<file path="src/rtl/fetch_sequencer.sv">
// -----------------------------------------------------------------------------
// fetch_sequencer
//
// Program-counter sequencer for the IF stage. Drives the word address of a
// combinational instruction memory, captures the returned word into the IF/ID
// output register and advances the PC. Handles downstream backpressure,
// redirects from later stages, a start gate, and a halt on either a HALT_INSN
// word or a fetch past the end of memory.
//
// Optional feature macro: FETCH_PERF_CNT_EN
//   When defined, adds saturating 32-bit fetch_count / stall_count outputs.
//
// Ports:
//   clk, rst_n       - clock (rising edge), asynchronous active-low reset
//   start            - level; moves the block out of IDLE
//   imem_addr        - word index to instruction memory, {2'b00, pc[31:2]}
//   imem_data        - instruction word, combinational from imem_addr
//   redirect_valid   - one-cycle request to load redirect_pc
//   redirect_pc      - target byte address (bits [1:0] forced to 0)
//   ifid_valid       - output register holds a valid instruction
//   ifid_ready       - downstream accepts the output this cycle
//   ifid_instr       - fetched instruction
//   ifid_pc          - byte address of ifid_instr
//   ifid_npc         - ifid_pc + 4
//   halted           - high in HALT state
//   fault            - sticky out-of-range fetch flag
//   fetch_count      - (FETCH_PERF_CNT_EN) number of captures
//   stall_count      - (FETCH_PERF_CNT_EN) FETCH cycles with valid & !ready
// -----------------------------------------------------------------------------
module fetch_sequencer #(
  parameter logic [31:0] RESET_PC  = 32'h0000_0000,
  parameter int          DEPTH     = 128,
  parameter logic [31:0] HALT_INSN = 32'h0000_000C
) (
  input  logic        clk,
  input  logic        rst_n,
  input  logic        start,
  output logic [31:0] imem_addr,
  input  logic [31:0] imem_data,
  input  logic        redirect_valid,
  input  logic [31:0] redirect_pc,
  output logic        ifid_valid,
  input  logic        ifid_ready,
  output logic [31:0] ifid_instr,
  output logic [31:0] ifid_pc,
  output logic [31:0] ifid_npc,
  output logic        halted,
  output logic        fault
`ifdef FETCH_PERF_CNT_EN
  ,
  output logic [31:0] fetch_count,
  output logic [31:0] stall_count
`endif
);

  typedef enum logic [1:0] {
    S_IDLE  = 2'd0,
    S_FETCH = 2'd1,
    S_HALT  = 2'd2
  } state_t;

  localparam logic [29:0] DEPTH_W = 30'(DEPTH);

  state_t      state;
  logic [31:0] pc;

  logic        free;
  logic        out_of_range;
  logic        in_fetch;
  logic        capture;
  logic [31:0] redirect_target;

  assign imem_addr       = {2'b00, pc[31:2]};
  assign redirect_target = {redirect_pc[31:2], 2'b00};

  // The output slot can take a new word if it is empty or being drained now.
  assign free         = !ifid_valid || ifid_ready;
  assign out_of_range = (pc[31:2] >= DEPTH_W);
  assign in_fetch     = (state == S_FETCH);
  // Redirect and the range check both outrank a capture.
  assign capture      = in_fetch && !redirect_valid && !out_of_range && free;

  // NOTE: all state below uses non-blocking assignments so every register
  // samples the pre-edge values of its peers, regardless of statement order.
  always_ff @(posedge clk or negedge rst_n) begin
    if (!rst_n) begin
      state      <= S_IDLE;
      pc         <= RESET_PC;
      ifid_valid <= 1'b0;
      ifid_instr <= 32'h0;
      ifid_pc    <= 32'h0;
      ifid_npc   <= 32'h0;
      halted     <= 1'b0;
      fault      <= 1'b0;
    end else begin
      case (state)
        S_IDLE: begin
          ifid_valid <= 1'b0;
          if (redirect_valid) begin
            pc <= redirect_target;
          end else if (start) begin
            state <= S_FETCH;
          end
        end

        S_FETCH: begin
          if (redirect_valid) begin
            // Any un-accepted instruction is from the wrong path: drop it.
            pc         <= redirect_target;
            ifid_valid <= 1'b0;
          end else if (out_of_range && free) begin
            ifid_valid <= 1'b0;
            fault      <= 1'b1;
            halted     <= 1'b1;
            state      <= S_HALT;
          end else if (capture) begin
            ifid_instr <= imem_data;
            ifid_pc    <= pc;
            ifid_npc   <= pc + 32'd4;
            ifid_valid <= 1'b1;
            pc         <= pc + 32'd4;
            if (imem_data == HALT_INSN) begin
              halted <= 1'b1;
              state  <= S_HALT;
            end
          end
          // Otherwise stalled: everything holds.
        end

        S_HALT: begin
          if (redirect_valid) begin
            pc         <= redirect_target;
            ifid_valid <= 1'b0;
            halted     <= 1'b0;
            state      <= S_FETCH;
          end else if (ifid_ready) begin
            ifid_valid <= 1'b0;
          end
        end

        default: begin
          state <= S_IDLE;
        end
      endcase
    end
  end

`ifdef FETCH_PERF_CNT_EN
  always_ff @(posedge clk or negedge rst_n) begin
    if (!rst_n) begin
      fetch_count <= 32'h0;
      stall_count <= 32'h0;
    end else begin
      if (capture && (fetch_count != 32'hFFFF_FFFF)) begin
        fetch_count <= fetch_count + 32'd1;
      end
      if (in_fetch && ifid_valid && !ifid_ready && (stall_count != 32'hFFFF_FFFF)) begin
        stall_count <= stall_count + 32'd1;
      end
    end
  end
`endif

endmodule

</file>
<file path="config.mk">
export PLATFORM = sky130hd
export DESIGN_NAME = fetch_sequencer
export DESIGN_NICKNAME = d
export VERILOG_FILES = /design/src/rtl/fetch_sequencer.sv
export SDC_FILE = /design/constraint.sdc
export NUM_CORES = 1
export LEC_CHECK = 0
export CAP_MARGIN = 20
export CORE_MARGIN = 1
export CORE_UTILIZATION = 48
export DETAILED_ROUTE_END_ITERATION = 10
export PLACE_DENSITY = 0.86
export SLEW_MARGIN = 10
export SYNTH_ARGS = -nofsm -noshare
export SYNTH_HDL_FRONTEND = slang
export SYNTH_SLANG_ARGS = --single-unit
</file>
<file path="constraint.sdc">
create_clock -name clk -period 3.3 [get_ports clk]
set_clock_uncertainty 0.15 [all_clocks]
set_input_delay 0.66 -clock clk [delete_from_list [all_inputs] [get_ports clk]]
set_output_delay 0.66 -clock clk [all_outputs]
set_load 0.03 [all_outputs]
</file>
After elaboration in Yosys (flattened, before gate mapping)

Index checks and enable logic that the tools add are counted.

Add/subtract/negate cells: 1
Magnitude comparators: 1
Equality and inequality tests: 14
Muxes and demuxes: 25
Bitwise operators: 2
Reduce and logical (&&, ||, !) cells: 19

Operators by type and width:

| cell                  | count |
|---|---|
| $mux 32               | 4 |
| $pmux 32 s2           | 1 |
| $add 32x3->32 const B | 1 |
| $eq 32x4->1 const B   | 1 |
| $ge 30x8->1 const B   | 1 |
| $mux 2                | 7 |
| $mux 1                | 10 |
| $ne 2x2->1 const B    | 4 |
| $reduce_and 4->1      | 2 |
| $ne 3x1->1 const B    | 2 |
| $ne 3x3->1 const B    | 2 |
| $pmux 2 s3            | 1 |
| $reduce_and 3->1      | 2 |
| $reduce_and 6->1      | 1 |
| $reduce_and 5->1      | 1 |
| $logic_and 1x1->1     | 4 |
| $ne 4x2->1 const B    | 1 |
| $reduce_bool 2->1     | 2 |
| $logic_not 1->1       | 3 |
| $ne 3x2->1 const B    | 1 |
| $pmux 1 s3            | 1 |
| $reduce_bool 3->1     | 1 |
| $eq 2x1->1 const B    | 1 |
| $eq 2x2->1 const B    | 1 |
| 6 further kinds       | 7 |

Bits in registers: 133
Bits of input ports: 69
Output and inout bits: 131
Word-level logic and storage cells: 70

Depth between registers and ports, before layout

Depth after elaboration: 8
Depth in mapped cells: 7
Depth with buffers taken out: 6

Worst setup path after synthesis

Ideal clock, no wire load.

Path kind: register to register
From: register pc[18]
To: register ifid_instr[10]
Library setup time: 0.125 ns
Arrival: 1.911 ns
Data required time: 3.025 ns
Setup slack: 1.114 ns
Stages on the path, launching flop included: 8
Path buffers: 2
Clock period less this slack: 2.186 ns
Cell sequence: dfrtp_1 > nor4_2 > and4_4 > nand3_4 > nor2b_4 > buf_6 > buf_12 > mux2_4

Longest elaborated chain between the ends: 5
Elaborated cells between the ends (all ways): 7
Classes of those cells: order compare (1); bitwise (1); reduce/logical (5)

RTL lines:

| item                           | RTL line | text |
|---|---|---|
| start, declared                | 65       | `logic [31:0] pc;` |
| start signal, assigned         | 100      | `pc <= redirect_target;` |
| start signal, assigned         | 109      | `pc <= redirect_target;` |
| start signal, assigned         | 121      | `pc <= pc + 32'd4;` |
| $ge 30x8->1 (*)                | 78       | `assign out_of_range = (pc[31:2] >= DEPTH_W);` |
| $logic_not 1->1                | 81       | `assign capture = in_fetch && !redirect_valid && !out_of_range && free;` |
| $logic_and 1x1->1 (2 in a row) | 81       |  |
| $reduce_and 4->1 (no line) (*) | -        |  |
| end signal, assigned           | 117      | `ifid_instr <= imem_data;` |
| end, declared                  | 44       | `output logic [31:0] ifid_instr,` |

Every way passes the cells marked *; elsewhere a longest branch is shown, timed or not.
A chain may end at the register's enable or synchronous reset.

Worst setup path in the final report

From: input redirect_valid
To: register ifid_instr[7]

Longest elaborated chain between the ends: 5
Elaborated cells between the ends (all ways): 6
Classes of those cells: bitwise (1); reduce/logical (5)

RTL lines:

| item                           | RTL line | text |
|---|---|---|
| start, declared                | 40       | `input logic redirect_valid,` |
| $logic_not 1->1                | 81       |  |
| $logic_and 1x1->1 (3 in a row) | 81       |  |
| $reduce_and 4->1 (no line) (*) | -        |  |

Marks and branches as above.

==> out/qor.yml <==
run_status: "completed"
die_y_um: 108
insertedDiodeCount: 0
drv_slew: 0
tns_ps: 0
crit_required_ps: 3550
grt_max_degree: 128
syn-instance-count: 434
routabilityCongestion: 0.869
cts.reportedPaths.clkPinSlew_ps: 60
post_cts_resized: 0
wl_per_cell_um: 17.0
yosysSeqAreaShare: 0.593
fin_area_mm2: 0.00792
drt-met1-wl_um: 5420
num_rows: 38
die_x_um: 108
io_pins: 200
synthArstFlopShare: 1.00
dr_wl_met2_um: 6660
grt_antenna_before_repair: 0
fillers: 746
dr_wl_met3_um: 961
portBuffers: 191
synth_compound_area_frac: 0.0528
cts_buffers: 17
ctsHtreeMaxLevel: 4
startpoint_type: "input port"
yosys.area_share.adder: 0.00467
critical_path_class: "in2reg"
core_mm2: 0.0108
min_path_type: "in2async"
drive_gt1_frac: 0.146
clock_latency_ps: 520
r2r_cells: 6
crit_path_max_fanout: 60
p_sw_frac: 0.303
layout_worst_path_cycle_share: 0.776
layout_commonest_cell: "clkdlybuf4s50_1"
ctsHoldBuffers: 0
grt_first_pass_wirelength_um: 21600
synth-edff-count: 0
final_cell_mix: "clkdlybuf4s50_1 (190), dfrtp_1 (127), nand2_1 (56), nor2b_1 (49), mux2_4 (35)"
rsz0062_at_grt: "no"
drtIter0Drc: 171
r2r_slack_ps: 890
yosys.area_share.simple: 0.174
clock_path_buffers: 2
yosysUniqueCellTypes: 46
slew_headroom: 0.555
crit_arrival_ps: 2810
initial_core_util: 0.494
multiInputGateArea_mm2: 0.00198
detail-route-antenna-nets: 0
report.final.hold_viol_count: 0
grt.total_usage: 0.248
dp_hpwl_um: 9200
top_layer_used: "met4"
power_switching_w: 0.00142
ir_drop_uv: 399
clockPowerShare: 0.376
r2r-end: "ifid_instr[7]$_DFFE_PN0P_"
place_area_mm2: 0.00735
tightestPinTransition_ps: 667
cellLeakagePower_nw: 3.61
finalSetupViolCount: 0
die-area_mm2: 0.0116
power_frac_seq: 0.402
design_power_total_w: 0.00469
cts_tree: "done"
vias: 4071
synth.avg_cell_area_um2: 12.3
fmax_mhz: 390
timing.rr.start: "pc[12]$_DFFE_PN0P_"
first_pass_iters: 4
synth-seq-cells: 127
maxCapViolCount: 0
intPower_w: 0.00327
synth.area.mux_share: 0.123
routed_wl_um: 13300
drc: 0
post_cts_buffers: 0
clockRootBuffer: "clkbuf_8"
p_per_area_mw_per_mm2: 593
syn_area_mm2: 0.00536
ys.flop_type: "dfrtp_1"
grt-ovfl-total: 0
synth-xor-area-share: 0.00981
cts_sinks: 127
ff_latch_area_mm2: 0.00318
synth_top_family_by_area: "simple AND/OR/NAND/NOR gates"
end_kind: "flip-flop"
final_nets: 702
synth_warnings: 0
via_per_inst: 5.21
power_frac_comb: 0.222
final_util: 0.730
grt_pass1_vias: 4240
syn_to_final_growth_pct: 47.7
post-route-min-period_ps: 2560
sequential cells by signal, summed over array words and instances (netlist names):
signal / count
fault: 1
halted: 1
ifid_instr: 32
ifid_npc: 30
ifid_pc: 30
ifid_valid: 1
pc: 30
state: 2
cell usage after synthesis (all sizes together), types with 3 or more instances:
library cell  count  area (um2)
nor2b            50         320
mux2             47         661
nand3            19         108
xnor2             4        35.0
nor3              3        15.0
nand4             4        25.0
inv               4        15.0
dfrtp           127        3180
and4              3        28.8
clkbuf            7        26.3
nor4             12        93.8
o21ai            11        55.1
nand2            57         216
a21oi            17        88.8
o22ai             6        37.5
buf              19         179
nor2             19        71.3
power by group through the flow:
stage	logic [W]	clock network (W)	registers [W]
3_5_place_dp	0.00104	0	0.00191
2_1_floorplan	0.000378	0	0.00208
3_3_place_gp	0.00101	0	0.00190
5_1_grt	0.00113	0.00187	0.00191
6_report	0.00104	0.00176	0.00189
4_1_cts	0.00105	0.00179	0.00188
cell type report:
type                            instances  area share
Clock inverter                          7      0.0107
Clock buffer                           23      0.0602
Inverter                                4     0.00190
Sequential cell                       127       0.402
Timing Repair Buffer                  199       0.254
Multi-Input combinational cell        282       0.250
Tap cell                              140      0.0221
routing by layer:
layer,track usage,up-vias
met5,0,-
met4,0.106,0
met3,0.0757,25
met2,0.408,146
met1,0.300,2028
li1,-,1872
how the worst max path moves through the flow:
stage	startpoint	to	slack [ps]	depth (start not counted)
after floorplan	pc[18]$_DFFE_PN0P_	ifid_instr[10]$_DFFE_PN0P_	1110	7
after global placement	redirect_valid	ifid_instr[4]$_DFFE_PN0P_	390	7
after detailed placement	redirect_valid	ifid_instr[7]$_DFFE_PN0P_	250	7
after CTS	pc[7]$_DFFE_PN0P_	imem_addr[5]	740	1
after global routing	redirect_valid	ifid_instr[7]$_DFFE_PN0P_	670	7
final	redirect_valid	ifid_instr[7]$_DFFE_PN0P_	740	7
kinds of logic (layout without fill, tap and decap cells):
family | after synthesis | after routing
adders and majority gates | 2 | 2
xor gates and xnor gates | 6 | 6
buffers and inverters | 30 | 233
DFF | 127 | 127
muxes | 47 | 47
AOI/OAI and AO/OA | 47 | 47
other | 1 | 6
and+or+nand+nor | 174 | 174
worst max-delay path, cell delays in order:
cell,delay (ps)
clkdlybuf4s50_1,530
inv_2,130
nand2_2,60
nor3_1,420
nor2b_4,300
buf_12,290
mux2_2,390
metrics by stage:
| stage | hold slack [ps] | cells | setup WS (ps) |
|---|---|---|---|
| global placement | 312 | 752 | 393 |
| finish | 86.6 | 782 | 738 |
| detailed placement | 303 | 752 | 255 |
| floorplan | 214 | 439 | 1110 |
| global route | 150 | 782 | 669 |
| CTS | 120 | 782 | 741 |
No activity file was read; power rests on OpenSTA's default activity.
